## src/rtl/psum_accumulator_if.sv

```systemverilog
// Psum input and result output handshake bundle for psum_accumulator.
// slave is the accumulator side, master is the producer/consumer side.
interface psum_accumulator_if #(
  parameter int PSUM_W = 32
);
  logic              psum_valid;
  logic [PSUM_W-1:0] psum;
  logic              psum_ready;
  logic              out_valid;
  logic              out_ready;
  logic [PSUM_W-1:0] out_data;
  logic              out_sat;

  modport slave (
    input  psum_valid,
    input  psum,
    output psum_ready,
    output out_valid,
    input  out_ready,
    output out_data,
    output out_sat
  );

  modport master (
    output psum_valid,
    output psum,
    input  psum_ready,
    input  out_valid,
    output out_ready,
    input  out_data,
    input  out_sat
  );
endinterface

```

## src/rtl/psum_accumulator.sv

```systemverilog
// Sums acc_len consecutive signed psums and emits one saturated
// result through a valid/ready handshake.
module psum_accumulator #(
  parameter int PSUM_W = 32,
  parameter int CNT_W  = 16
) (
  input  logic               clk,
  input  logic               RST,
  input  logic               start,
  input  logic [CNT_W-1:0]   acc_len,
  output logic               busy,
  output logic               done,
  psum_accumulator_if.slave  bus
);

  localparam int ACC_W = PSUM_W + CNT_W;

  localparam logic signed [ACC_W-1:0] SMAX =
    {{(ACC_W-PSUM_W+1){1'b0}}, {(PSUM_W-1){1'b1}}};
  localparam logic signed [ACC_W-1:0] SMIN =
    {{(ACC_W-PSUM_W+1){1'b1}}, {(PSUM_W-1){1'b0}}};

  typedef enum logic [1:0] {
    IDLE  = 2'd0,
    ACCUM = 2'd1,
    OUT   = 2'd2
  } state_t;

  state_t state;
  state_t state_nxt;

  logic signed [ACC_W-1:0] acc;
  logic        [CNT_W-1:0] cnt;
  logic        [CNT_W-1:0] len;
  logic        [PSUM_W-1:0] data_q;
  logic                     sat_q;
  logic                     done_q;

  logic signed [ACC_W-1:0] sum;
  logic        [CNT_W-1:0] cnt_nxt;
  logic                     last;
  logic                     fire_in;
  logic                     fire_out;
  logic        [PSUM_W-1:0] sat_data;
  logic                     sat_flag;

  assign bus.psum_ready = (state == ACCUM);
  assign bus.out_valid  = (state == OUT);
  assign bus.out_data   = data_q;
  assign bus.out_sat    = sat_q;
  assign busy           = (state != IDLE);
  assign done           = done_q;

  assign fire_in  = bus.psum_valid & bus.psum_ready;
  assign fire_out = bus.out_valid & bus.out_ready;

  assign sum     = acc + ACC_W'($signed(bus.psum));
  assign cnt_nxt = cnt + 1'b1;
  assign last    = (cnt_nxt == len);

  // Clamp the wide running sum into the output width.
  always_comb begin
    sat_data = sum[PSUM_W-1:0];
    sat_flag = 1'b0;
    if (sum > SMAX) begin
      sat_data = SMAX[PSUM_W-1:0];
      sat_flag = 1'b1;
    end else if (sum < SMIN) begin
      sat_data = SMIN[PSUM_W-1:0];
      sat_flag = 1'b1;
    end
  end

  always_ff @(posedge clk) begin
    if (RST) begin
      state <= IDLE;
    end else begin
      state <= state_nxt;
    end
  end

  always_comb begin
    state_nxt = state;
    unique case (state)
      IDLE: begin
        if (start) begin
          state_nxt = (acc_len == '0) ? OUT : ACCUM;
        end
      end
      ACCUM: begin
        if (fire_in && last) begin
          state_nxt = OUT;
        end
      end
      OUT: begin
        if (fire_out) begin
          state_nxt = IDLE;
        end
      end
      default: state_nxt = IDLE;
    endcase
  end

  always_ff @(posedge clk) begin
    if (RST) begin
      acc    <= '0;
      cnt    <= '0;
      len    <= '0;
      data_q <= '0;
      sat_q  <= 1'b0;
      done_q <= 1'b0;
    end else begin
      done_q <= fire_out;
      unique case (state)
        IDLE: begin
          if (start) begin
            len <= acc_len;
            acc <= '0;
            cnt <= '0;
            if (acc_len == '0) begin
              data_q <= '0;
              sat_q  <= 1'b0;
            end
          end
        end
        ACCUM: begin
          if (fire_in) begin
            acc <= sum;
            cnt <= cnt_nxt;
            if (last) begin
              data_q <= sat_data;
              sat_q  <= sat_flag;
            end
          end
        end
        default: begin
        end
      endcase
    end
  end

endmodule

```

## src/flat_wrapper.sv

```systemverilog
// flat-port wrapper written by rule: the top's interface ports become plain ports
module psum_accumulator_flat 
#(
  parameter int PSUM_W = 32,
  parameter int CNT_W  = 16
)
  (clk, RST, start, acc_len, busy, done, bus_psum_valid, bus_psum, bus_psum_ready, bus_out_valid, bus_out_ready, bus_out_data, bus_out_sat);
  psum_accumulator_if #(.PSUM_W(PSUM_W)) bus_i ();
  input  logic clk;
  input  logic RST;
  input  logic start;
  input  logic [CNT_W-1:0] acc_len;
  output logic busy;
  output logic done;
  input wire logic [$bits(bus_i.psum_valid)-1:0] bus_psum_valid;
  input wire logic [$bits(bus_i.psum)-1:0] bus_psum;
  output wire logic [$bits(bus_i.psum_ready)-1:0] bus_psum_ready;
  output wire logic [$bits(bus_i.out_valid)-1:0] bus_out_valid;
  input wire logic [$bits(bus_i.out_ready)-1:0] bus_out_ready;
  output wire logic [$bits(bus_i.out_data)-1:0] bus_out_data;
  output wire logic [$bits(bus_i.out_sat)-1:0] bus_out_sat;
  assign bus_i.psum_valid = bus_psum_valid;
  assign bus_i.psum = bus_psum;
  assign bus_psum_ready = bus_i.psum_ready;
  assign bus_out_valid = bus_i.out_valid;
  assign bus_i.out_ready = bus_out_ready;
  assign bus_out_data = bus_i.out_data;
  assign bus_out_sat = bus_i.out_sat;
  psum_accumulator #(.PSUM_W(PSUM_W), .CNT_W(CNT_W)) u_core (.clk(clk), .RST(RST), .start(start), .acc_len(acc_len), .busy(busy), .done(done), .bus(bus_i));
endmodule
```

## config.mk

```make
export PLATFORM = sky130hd
export DESIGN_NAME = psum_accumulator_flat
export DESIGN_NICKNAME = d
export VERILOG_FILES = /design/src/rtl/psum_accumulator_if.sv /design/src/rtl/psum_accumulator.sv /design/src/flat_wrapper.sv
export SDC_FILE = /design/constraint.sdc
export NUM_CORES = 1
export LEC_CHECK = 0
export BUFFER_PORTS_ARGS = -buffer_cell sky130_fd_sc_hd__buf_4
export CAP_MARGIN = 25
export CORE_ASPECT_RATIO = 1.2
export CORE_MARGIN = 3
export CORE_UTILIZATION = 43
export CTS_CLUSTER_SIZE = 20
export DETAILED_ROUTE_END_ITERATION = 7
export PLACE_DENSITY = 0.7
export SLEW_MARGIN = 20
export SYNTH_ARGS = -nofsm -noshare
export SYNTH_HDL_FRONTEND = slang
export SYNTH_SLANG_ARGS = --single-unit
```

## constraint.sdc

```tcl
create_clock -name clk -period 11.2 [get_ports clk]
set_input_delay 1.12 -clock clk [delete_from_list [all_inputs] [get_ports clk]]
set_output_delay 1.12 -clock clk [all_outputs]
set_load 0.005 [all_outputs]
```

Yosys cells after proc, flatten, opt, wreduce, memory -nomap -nowiden
Cells that the tools add are included.

word-level totals
  bits in writable memories = 0
  logic and storage cells = 56
  bits of input ports = 53
  latch bits = 0
  register bits = 116
  output and inout bits = 37
  memories = 0
  memory bits (read-only) = 0

cells by class
  eq/ne operators = 9
  divide/modulo/power cells = 0
  $add $sub $neg = 2
  $lt $le $gt $ge = 2
  bitwise gates (word level) = 2
  reduce and logical (&&, ||, !) cells = 9
  multiplexer cells = 25
  shift operators = 0
  multiply operators = 0

operators by type and width
  cell                     count
  $mux W32                 6
  $mux W48                 2
  $pmux W48 S2             1
  $pmux W32 S2             1
  $add A48 B32 Y48         1
  $gt A48 B32 Y1 const B   1
  $lt A48 B32 Y1 const B   1
  $mux W16                 2
  $pmux W16 S2             1
  $add A16 B1 Y16 const B  1
  $eq A16 B16 Y1           1
  $logic_not A16 Y1        1
  $ne A2 B2 Y1 const B     5
  $mux W2                  4
  $mux W1                  6
  $pmux W2 S3              1
  $reduce_and A3 Y1        2
  $reduce_and A5 Y1        1
  $reduce_bool A2 Y1       2
  $and A1 B1 Y1            2
  $eq A2 B1 Y1 const B     1
  $eq A2 B2 Y1 const B     1
  $logic_not A2 Y1         1
  $ne A2 B1 Y1 const B     1
  other kinds (3)          3

Logic depth before layout (Yosys ltp)
Gate-level depths: netlist (run 1).

  depth after elaboration = 7
  depth in mapped cells = 14
  gate-level depth less buffers = 13

Least setup slack after synthesis (run 1)
No wires, ideal clock.

  kind = input -> register
  start point = input port bus_psum[0]
  end point = register u_core.sat_q (netlist: u_core.bus.out_sat)
  setup time = 0.117 ns
  path buffers = 0
  stages on the path = 13
  data arrival time = 4.411 ns
  data required time = 11.083 ns
  path slack = 6.672 ns
  path through = ha_1 -> fa_1 -> a21o_1 -> a221o_1 -> a211oi_4 -> o41ai_1 -> or2_1 -> o311a_1 -> or3_1 -> and4bb_1 -> nand4_2 -> mux2_2 -> a22o_1

on the way
  cells in the longest elaborated chain, start to end = 7
  elaborated cells between the ends (all ways) = 8
  those cells by class = 1 x add/sub; 2 x order compare; 5 x mux

ends and longest elaborated chain
  element               line                     RTL
  from (decl)           flat_wrapper.sv:16       input wire logic [$bits(bus_i.psum)-1:0] bus_psum;
  $add A48 B32 Y48 (*)  psum_accumulator.sv:57   assign sum = acc + ACC_W'($signed(bus.psum));
  $lt A48 B32 Y1        psum_accumulator.sv:68   end else if (sum < SMIN) begin
  $mux W1               psum_accumulator.sv:68
  $mux W1 (*)           psum_accumulator.sv:65   if (sum > SMAX) begin
  $mux W1 (*)           psum_accumulator.sv:130  if (last) begin
  $mux W1 (*)           psum_accumulator.sv:127  if (fire_in) begin
  $pmux W1 S2 (*)       psum_accumulator.sv:114  unique case (state)
  to (signal assigned)  psum_accumulator.sv:132  sat_q <= sat_flag;
  to (decl)             psum_accumulator.sv:36   logic sat_q;

Mark *: on every way between the ends. The rest lies on a longest branch, timed or not. The select of a mux whose other input is x is not followed.
A chain may end at the register's enable or synchronous reset.

Worst setup path after layout (run 1)
Same ends and word-level chain as after synthesis.

==> out/results.ini, run 1 <==
[routing]
via_per_inst=5.957
vias=8185
drc=0
first_pass_iters=5
drtIter0Drc=719
wl_mm=24.14
wl_per_cell_um=17.57
ant_nets=0

[power]
total_power_mw=1.263
power.density_nw_per_um2=136.1
swShare=0.3261
seqPwrFrac=0.349
ir_drop_uv=107.5
comb_power_share=0.237
p_clk_frac=0.414
power.leakage_nw=3.730
p_int_mw=0.8513
p_switching_mw=0.4119

[setup_path]
worst_ep_required_time_ns=11.52
crit_buf_inv=1
cp.arrival_ns=5.32
slowest_delay_ns=0.79
crit_chain=buf_4, ha_1, fa_1, a21o_1, a221o_1, a211oi_4, o21a_1, nor2_1, a311oi_1, and2_1, nand4_1, or4_1, mux2_2, a22o_1
critPathCaptureType=flip-flop
critical-path-slowest-cell=a311oi_1
critPathKind=primary input to flip-flop
worstPathMaxFanout=6
start_kind=primary input
cp_top_family=compound AO/OA/AOI/OAI gates

[sta]
fmaxAchievable_mhz=199.9
fin_ws_ns=6.197
relSlewSlack=0.3523
hold_viol=0
min_period_ns=5.003
worst_clock_skew_ns=0.006998
setup_tns_ns=0
finalSetupViolations=0
fin_crit_sh=0.4467
finalMaxSlewViolations=0
holdWs_ns=0.4459
worst_pin_slew_ns=0.9651
rsz0062_at_grt=false

[clock_network]
clockBufferDepth=2
path_clk_slew_ns=0.06
tritoncts=yes
cts.sinks=116
cts.repair_timing.setup_buffer_count=0
cts_resized=0
hold_buffers=0
insertion_delay_ns=0.43
cts_made_buffers=17
cts-root-buf=clkbuf_16
cts_htree_levels=4

[global_route]
antenna_found_initial=0
gr-total-overflow=0
gr-usage-all-layers=0.2378
first_global_vias=7850
grt_pass1_wl_mm=38.65
grt_max_degree=87

[synthesis]
yosys.area.top_type=dfxtp_1
netlist_area_um2=7916
netlist_instances=1091
synth_area_leaders=dfxtp_1, a21oi_1, ha_1, nand2_1, nor2_1
yosysUniqueCellTypes=64
yosys.area.top_type_share=0.2933
synth-seq-cells=116
synth_enable_flop_cells=0
postSynthAreaPerCell_um2=7.256
yosysWarnings=0
ys_seq_area_frac=0.2933
synthFlopType=dfxtp_1
synthArstFlopShare=0
synth_fp_nets=1193

[cells_and_area]
multiInputGateArea_um2=5340
final_nets=1243
final_util=0.5222
regArea_um2=2322
synthToLayoutAreaGrowth_pct=17.24
fill_cells=1770
num_antenna_cells=0
final_cell_area_um2=9281
stdcell_count=1374
layout-drive-gt1-share=0.1205

[min_path]
hp-class=flip-flop to flip-flop

[placement]
place_area_um2=8692
dp_hpwl_mm=18.08
place_congestion=1.013
portBuffers=89
place_ws_ns=5.318
dp_cells=1341

[floorplan]
die-area_um2=20080
floorplan.io_pins=90
die_height_um=154.6
num_rows=53
initial_core_util=0.4454
die_w_um=129.9
coreArea_um2=17770

[status]
status=finished, final reports clean

[job]
cap_violations=0

-- cell usage in the layout (no fill, tap or decap), types with 7 or more instances in the layout --
cell and n:
o21ai_0 75, inv_1 13, nand3_1 23, nor4_1 13, nor3_1 36, nor2b_1 7
a21o_1 9, nand4_1 29, nor2_1 135, o21a_1 10, and3_1 11, buf_4 94
clkbuf_16 17, a21oi_1 129, nand2_1 149, xor2_1 29, dfxtp_1 116, or3_1 8
a211oi_1 11, o21ai_1 8, ha_1 48, a22oi_1 42, xnor2_1 32
-- cell usage after synthesis, types with 9 or more instances --
master,instances
a211oi_1,11
xor2_1,29
nor4_1,13
a21oi_1,130
nand4_1,29
clkbuf_1,63
a21o_1,9
nand3_1,23
a22oi_1,42
nor3_1,36
and3_1,11
inv_1,13
ha_1,48
nand2_1,149
xnor2_1,32
dfxtp_1,116
nor2_1,136
o21a_1,10
o21ai_0,75
-- worst paths after layout --
kind         slack, ns                                   end  depth (start not counted)                            startpoint
max reg2reg       6.70       u_core.bus.out_sat$_SDFFE_PP0P_                         13            u_core.acc[0]$_SDFFE_PP0P_
min reg2reg       0.45  u_core.bus.out_data[12]$_SDFFE_PP0P_                          2  u_core.bus.out_data[12]$_SDFFE_PP0P_
min               0.45  u_core.bus.out_data[12]$_SDFFE_PP0P_                          2  u_core.bus.out_data[12]$_SDFFE_PP0P_
max               6.20       u_core.bus.out_sat$_SDFFE_PP0P_                         14                           bus_psum[0]
-- layout make-up --
type | count | area share
well taps | 220 | 0.02966
multi-input cells | 898 | 0.5754
clock inverters | 11 | 0.01092
inverters | 13 | 0.005257
flip-flops and latches | 116 | 0.2502
clock buffers | 21 | 0.04961
repair buffers | 95 | 0.07900
-- worst reg2reg max path, cell delays in order, from the launching register on --
cell and delay, ns:
dfxtp_1 0.31, ha_1 0.20, fa_1 0.42, a21o_1 0.20, a221o_1 0.43, a211oi_4 0.39, o21a_1 0.33, nor2_1 0.09
a311oi_1 0.79, and2_1 0.23, nand4_1 0.09, or4_1 0.45, mux2_2 0.28, a22o_1 0.19
-- logic make-up (layout without fill, tap and decap cells) --
family / Yosys count / count (layout) / share of synthesized area
and+or+nand+nor: 437 / 437 / 0.2494
AOI/OAI and AO/OA: 347 / 347 / 0.2695
DFF: 116 / 116 / 0.2933
buffers and inverters: 77 / 140 / 0.03651
xor gates and xnor gates: 61 / 61 / 0.06749
adders and majority gates: 49 / 49 / 0.07839
muxes: 4 / 4 / 0.005374
-- sequential cells by signal, indices dropped and copies added, names as in the netlist --
| name | count |
|---|---|
| u_core.bus.out_sat | 1 |
| u_core.cnt | 16 |
| u_core.len | 16 |
| u_core.state | 2 |
| u_core.bus.out_data | 32 |
| u_core.acc | 48 |
| u_core.done | 1 |
-- per-layer routing --
metal | wire length, um | GRT usage
met4 | 1028 | 0.1168
met5 | 0 | 0
met2 | 11640 | 0.4062
met3 | 1261 | 0.04801
met1 | 10220 | 0.2807
-- power groups by stage --
stage / clock [mW] / combinational [mW] / sequential, mW
after CTS: 0.531 / 0.296 / 0.441
after global routing: 0.550 / 0.328 / 0.443
final: 0.523 / 0.299 / 0.441
after floorplan: 0 / 0.206 / 0.446
after detailed placement: 0 / 0.294 / 0.449
after global placement: 0 / 0.293 / 0.449
(Power assumes the default switching activity.)
==> run 2: changes to the inputs <==
--- a/config.mk
+++ b/config.mk
@@ -5,6 +5,7 @@
 export SDC_FILE = /design/constraint.sdc
 export NUM_CORES = 1
 export LEC_CHECK = 0
+export ABC_AREA = 1
 export BUFFER_PORTS_ARGS = -buffer_cell sky130_fd_sc_hd__buf_4
 export CAP_MARGIN = 25
 export CORE_ASPECT_RATIO = 1.2
@@ -12,7 +13,7 @@
 export CORE_UTILIZATION = 43
 export CTS_CLUSTER_SIZE = 20
 export DETAILED_ROUTE_END_ITERATION = 7
-export PLACE_DENSITY = 0.7
+export PLACE_DENSITY = 0.71
 export SLEW_MARGIN = 20
 export SYNTH_ARGS = -nofsm -noshare
 export SYNTH_HDL_FRONTEND = slang
==> constraint.sdc (replaced) <==
create_clock -name clk -period 4.42 [get_ports clk]
set_input_delay 0.442 -clock clk [delete_from_list [all_inputs] [get_ports clk]]
set_output_delay 0.442 -clock clk [all_outputs]
set_load 0.005 [all_outputs]
==> run 2 against run 1 <==
Against the previous run:
- routed wire length rose by 19%
- highest routed layer unchanged
- cell area up 14%
- total power rose to 3.2 times the previous value
- synthesized cell count is 44% higher
- largest power group is now combinational logic
- core utilization down 1.6 points
==> out/results.ini, run 2 <==
[setup_path]
worstPathMaxFanout=32  ; +26
crit_chain=ha_1, nand2_1, nor2_1, inv_1, nor2_1, nand2_1, nand2_1, nand2_1, nand4_1, nand2_1, nor2_1, nand2_1, nor2_1, nand2_1, nand2_2, nand2_1, nand2_1, nand2_1, a21oi_2
critPathKind=flip-flop to flip-flop
r2r_slack_ns=0.83  ; -5.87 ns
crit_top_cell=nand2_1
start_kind=flip-flop
slowest_delay_ns=0.48  ; -0.31 ns
critical-path-slowest-cell=nand2_2
critPathCaptureType=flip-flop
cp.arrival_ns=3.95  ; -1.37 ns
cp_top_family=simple AND/OR/NAND/NOR gates
crit_buf_inv=1  ; unchanged
worst_ep_required_time_ns=4.78  ; -6.74 ns

[global_route]
busiest_layer=met2
gr-total-overflow=0  ; unchanged
met2_usage=0.4449  ; +0.03865
first_global_vias=9437  ; +20%
met1_usage=0.2840  ; +0.003347
grt.met3_usage=0.04579  ; -0.002219
antenna_found_initial=0  ; unchanged
grt_pass1_wl_mm=46.93  ; +21%
gr-usage-all-layers=0.2501  ; +0.01233
grt_max_degree=70  ; -20%

[cells_and_area]
largest_reg_flops=48  ; unchanged
mostFrequentLayoutCells=nand2_1, inv_1, a21oi_1
fill_cells=2220  ; +25%
final_nets=1747  ; +41%
layout-drive-gt1-share=0.1116  ; -0.008870
num_antenna_cells=0  ; unchanged
final_util=0.5061  ; -0.01610
final_common_cell=nand2_1
final_cell_area_um2=10620  ; +14%
top_register=u_core.acc
synthToLayoutAreaGrowth_pct=15.37

[placement]
place_congestion=1.020  ; +0.66%
place_area_um2=10030  ; +15%
dp_hpwl_mm=22.93  ; +27%
place_ws_ns=0.6821  ; -4.635 ns
portBuffers=89  ; unchanged

[sta]
setup_tns_ns=0  ; unchanged
worst_clock_skew_ns=0.009947  ; +0.002949 ns
rsz0062_at_grt=false
min_period_ns=3.589
relSlewSlack=0.4321  ; +0.07989
fmaxAchievable_mhz=278.6
hold_viol=0  ; unchanged
worst_pin_slew_ns=0.8518  ; -0.1133 ns
fin_crit_sh=0.8120
finalMaxSlewViolations=0  ; unchanged
fin_ws_ns=0.8309  ; -5.366 ns
finalSetupViolations=0  ; unchanged

[synthesis]
yosysMostFrequentCell=nand2_1
synth-seq-cells=116  ; unchanged
yosys.area.top_type_share=0.2648  ; -0.02859
ys_top_cells_by_count=nand2_1, inv_1, a21oi_1, dfxtp_1, nor2_1
synthFlopType=dfxtp_1
ys_seq_area_frac=0.2524  ; -0.04097
yosysUniqueCellTypes=43  ; -33%
netlist_area_um2=9201  ; +16%
postSynthAreaPerCell_um2=5.857  ; -19%
yosysWarnings=0  ; unchanged
synth_area_leaders=nand2_1, dfxtp_1, inv_1, a21oi_1, ha_1
netlist_instances=1571  ; +44%
synth_fp_nets=1673  ; +40%
yosys.area.top_type=nand2_1
synth_enable_flop_cells=0  ; unchanged
synthArstFlopShare=0  ; unchanged

[routing]
wl_per_cell_um=14.93  ; -15%
via_per_inst=4.927  ; -17%
drc=0  ; unchanged
drtIter0Drc=605  ; -16%
ant_nets=0  ; unchanged
vias=9499  ; +16%
wl_mm=28.78  ; +19%
first_pass_iters=7  ; +2

[power]
power.leakage_nw=5.338  ; +43%
comb_power_share=0.357  ; +0.120
p_switching_mw=1.607  ; +290%
power.density_nw_per_um2=378.2  ; +180%
swShare=0.4002  ; +0.07415
ir_drop_uv=318.3  ; +200%
seqPwrFrac=0.297  ; -0.052
p_clk_frac=0.346  ; -0.068
p_int_mw=2.408  ; +180%

[clock_network]
insertion_delay_ns=0.44  ; about the same
cts_made_buffers=17  ; unchanged
cts_htree_levels=4  ; unchanged
cts.sinks=116  ; unchanged
hold_buffers=0  ; unchanged
cts.repair_timing.setup_buffer_count=0  ; unchanged
path_clk_slew_ns=0.06  ; about the same
clockBufferDepth=2  ; unchanged
cts-root-buf=clkbuf_16
tritoncts=yes
cts_resized=0  ; unchanged

[floorplan]
die_height_um=166.2  ; +7.5%
die-area_um2=23200  ; +16%
floorplan.io_pins=90  ; unchanged
die_w_um=139.5  ; +7.5%
initial_core_util=0.4387  ; -0.006707
num_rows=58  ; +9.4%
coreArea_um2=20970  ; +18%

[min_path]
hp-class=primary input to flip-flop

[job]
cap_violations=0  ; unchanged

[status]
status=finished, final reports clean

run 2: cell count changes in the layout (fill, tap and decap cells not counted), sizes merged, moves of 8 or more:
cell	previous run	this run
xnor2	32	16
inv	16	244
a211oi	12	0
nand3	23	58
or3	8	0
a22oi	42	0
a21o	9	1
nor2b	8	0
o21ai	83	26
nor3	36	13
and3	11	0
nand2	149	665
nor2	136	122
o21a	10	0
run 2: routing by layer:
metal	wire length [um]	share of wire
met1	11860	0.41
met2	14060	0.49
met3	1353	0.047
met4	1510	0.052
met5	0	0
run 2: power by group through the flow:
stage                     sequential [mW]  clock (mW)  combinational (mW)
after floorplan                      1.20           0                1.06
after global placement               1.21           0                1.42
after detailed placement             1.22           0                1.43
after CTS                            1.19        1.41                1.44
after global routing                 1.20        1.46                1.62
final                                1.19        1.39                1.43
run 2: per-stage QoR:
step | hold WS, ns | power, mW | std cells
finish | 0.2588 | 4.015 | 1928
global route | 0.2797 | 4.283 | 1928
CTS | 0.2527 | 4.041 | 1928
detailed placement | 0.4571 | 2.648 | 1896
global placement | 0.4537 | 2.639 | 1896
floorplan | 0.4424 | 2.259 | 1571
run 2: area by class of cell:
class | count | area (um2) | share of cell area
clock buffer | 20 | 466.7 | 0.04397
clock inverter | 12 | 117.6 | 0.01108
inverter | 240 | 900.9 | 0.08487
multi-input combinational | 1176 | 5764 | 0.5430
sequential | 116 | 2322 | 0.2188
tap | 270 | 337.8 | 0.03182
timing repair buffer | 94 | 705.7 | 0.06648
run 2: logic make-up after synthesis:
kind of cell | synth area share
and+or+nand+nor | 0.4105
adders and majority gates | 0.06745
DFF | 0.2524
buffers and inverters | 0.1220
xor gates and xnor gates | 0.04651
AOI/OAI and AO/OA | 0.1012
run 2: worst paths after layout:
check	startpoint	endpoint	cells past startpoint
max	u_core.acc[7]$_SDFFE_PP0P_	u_core.bus.out_data[8]$_SDFFE_PP0P_	19
max reg2reg	u_core.acc[7]$_SDFFE_PP0P_	u_core.bus.out_data[8]$_SDFFE_PP0P_	19
min	bus_out_ready	u_core.done$_SDFF_PP0_	3
min reg2reg	u_core.bus.out_data[19]$_SDFFE_PP0P_	u_core.bus.out_data[19]$_SDFFE_PP0P_	2
run 2: worst register-to-register path, delay by kind of cell, from the launching register on:
family	cells	cell delay [ns]
buf+inv	1	0.08
simple gates	16	2.62
fa+ha+maj	1	0.36
flops	1	0.33
compound gates	1	0.13
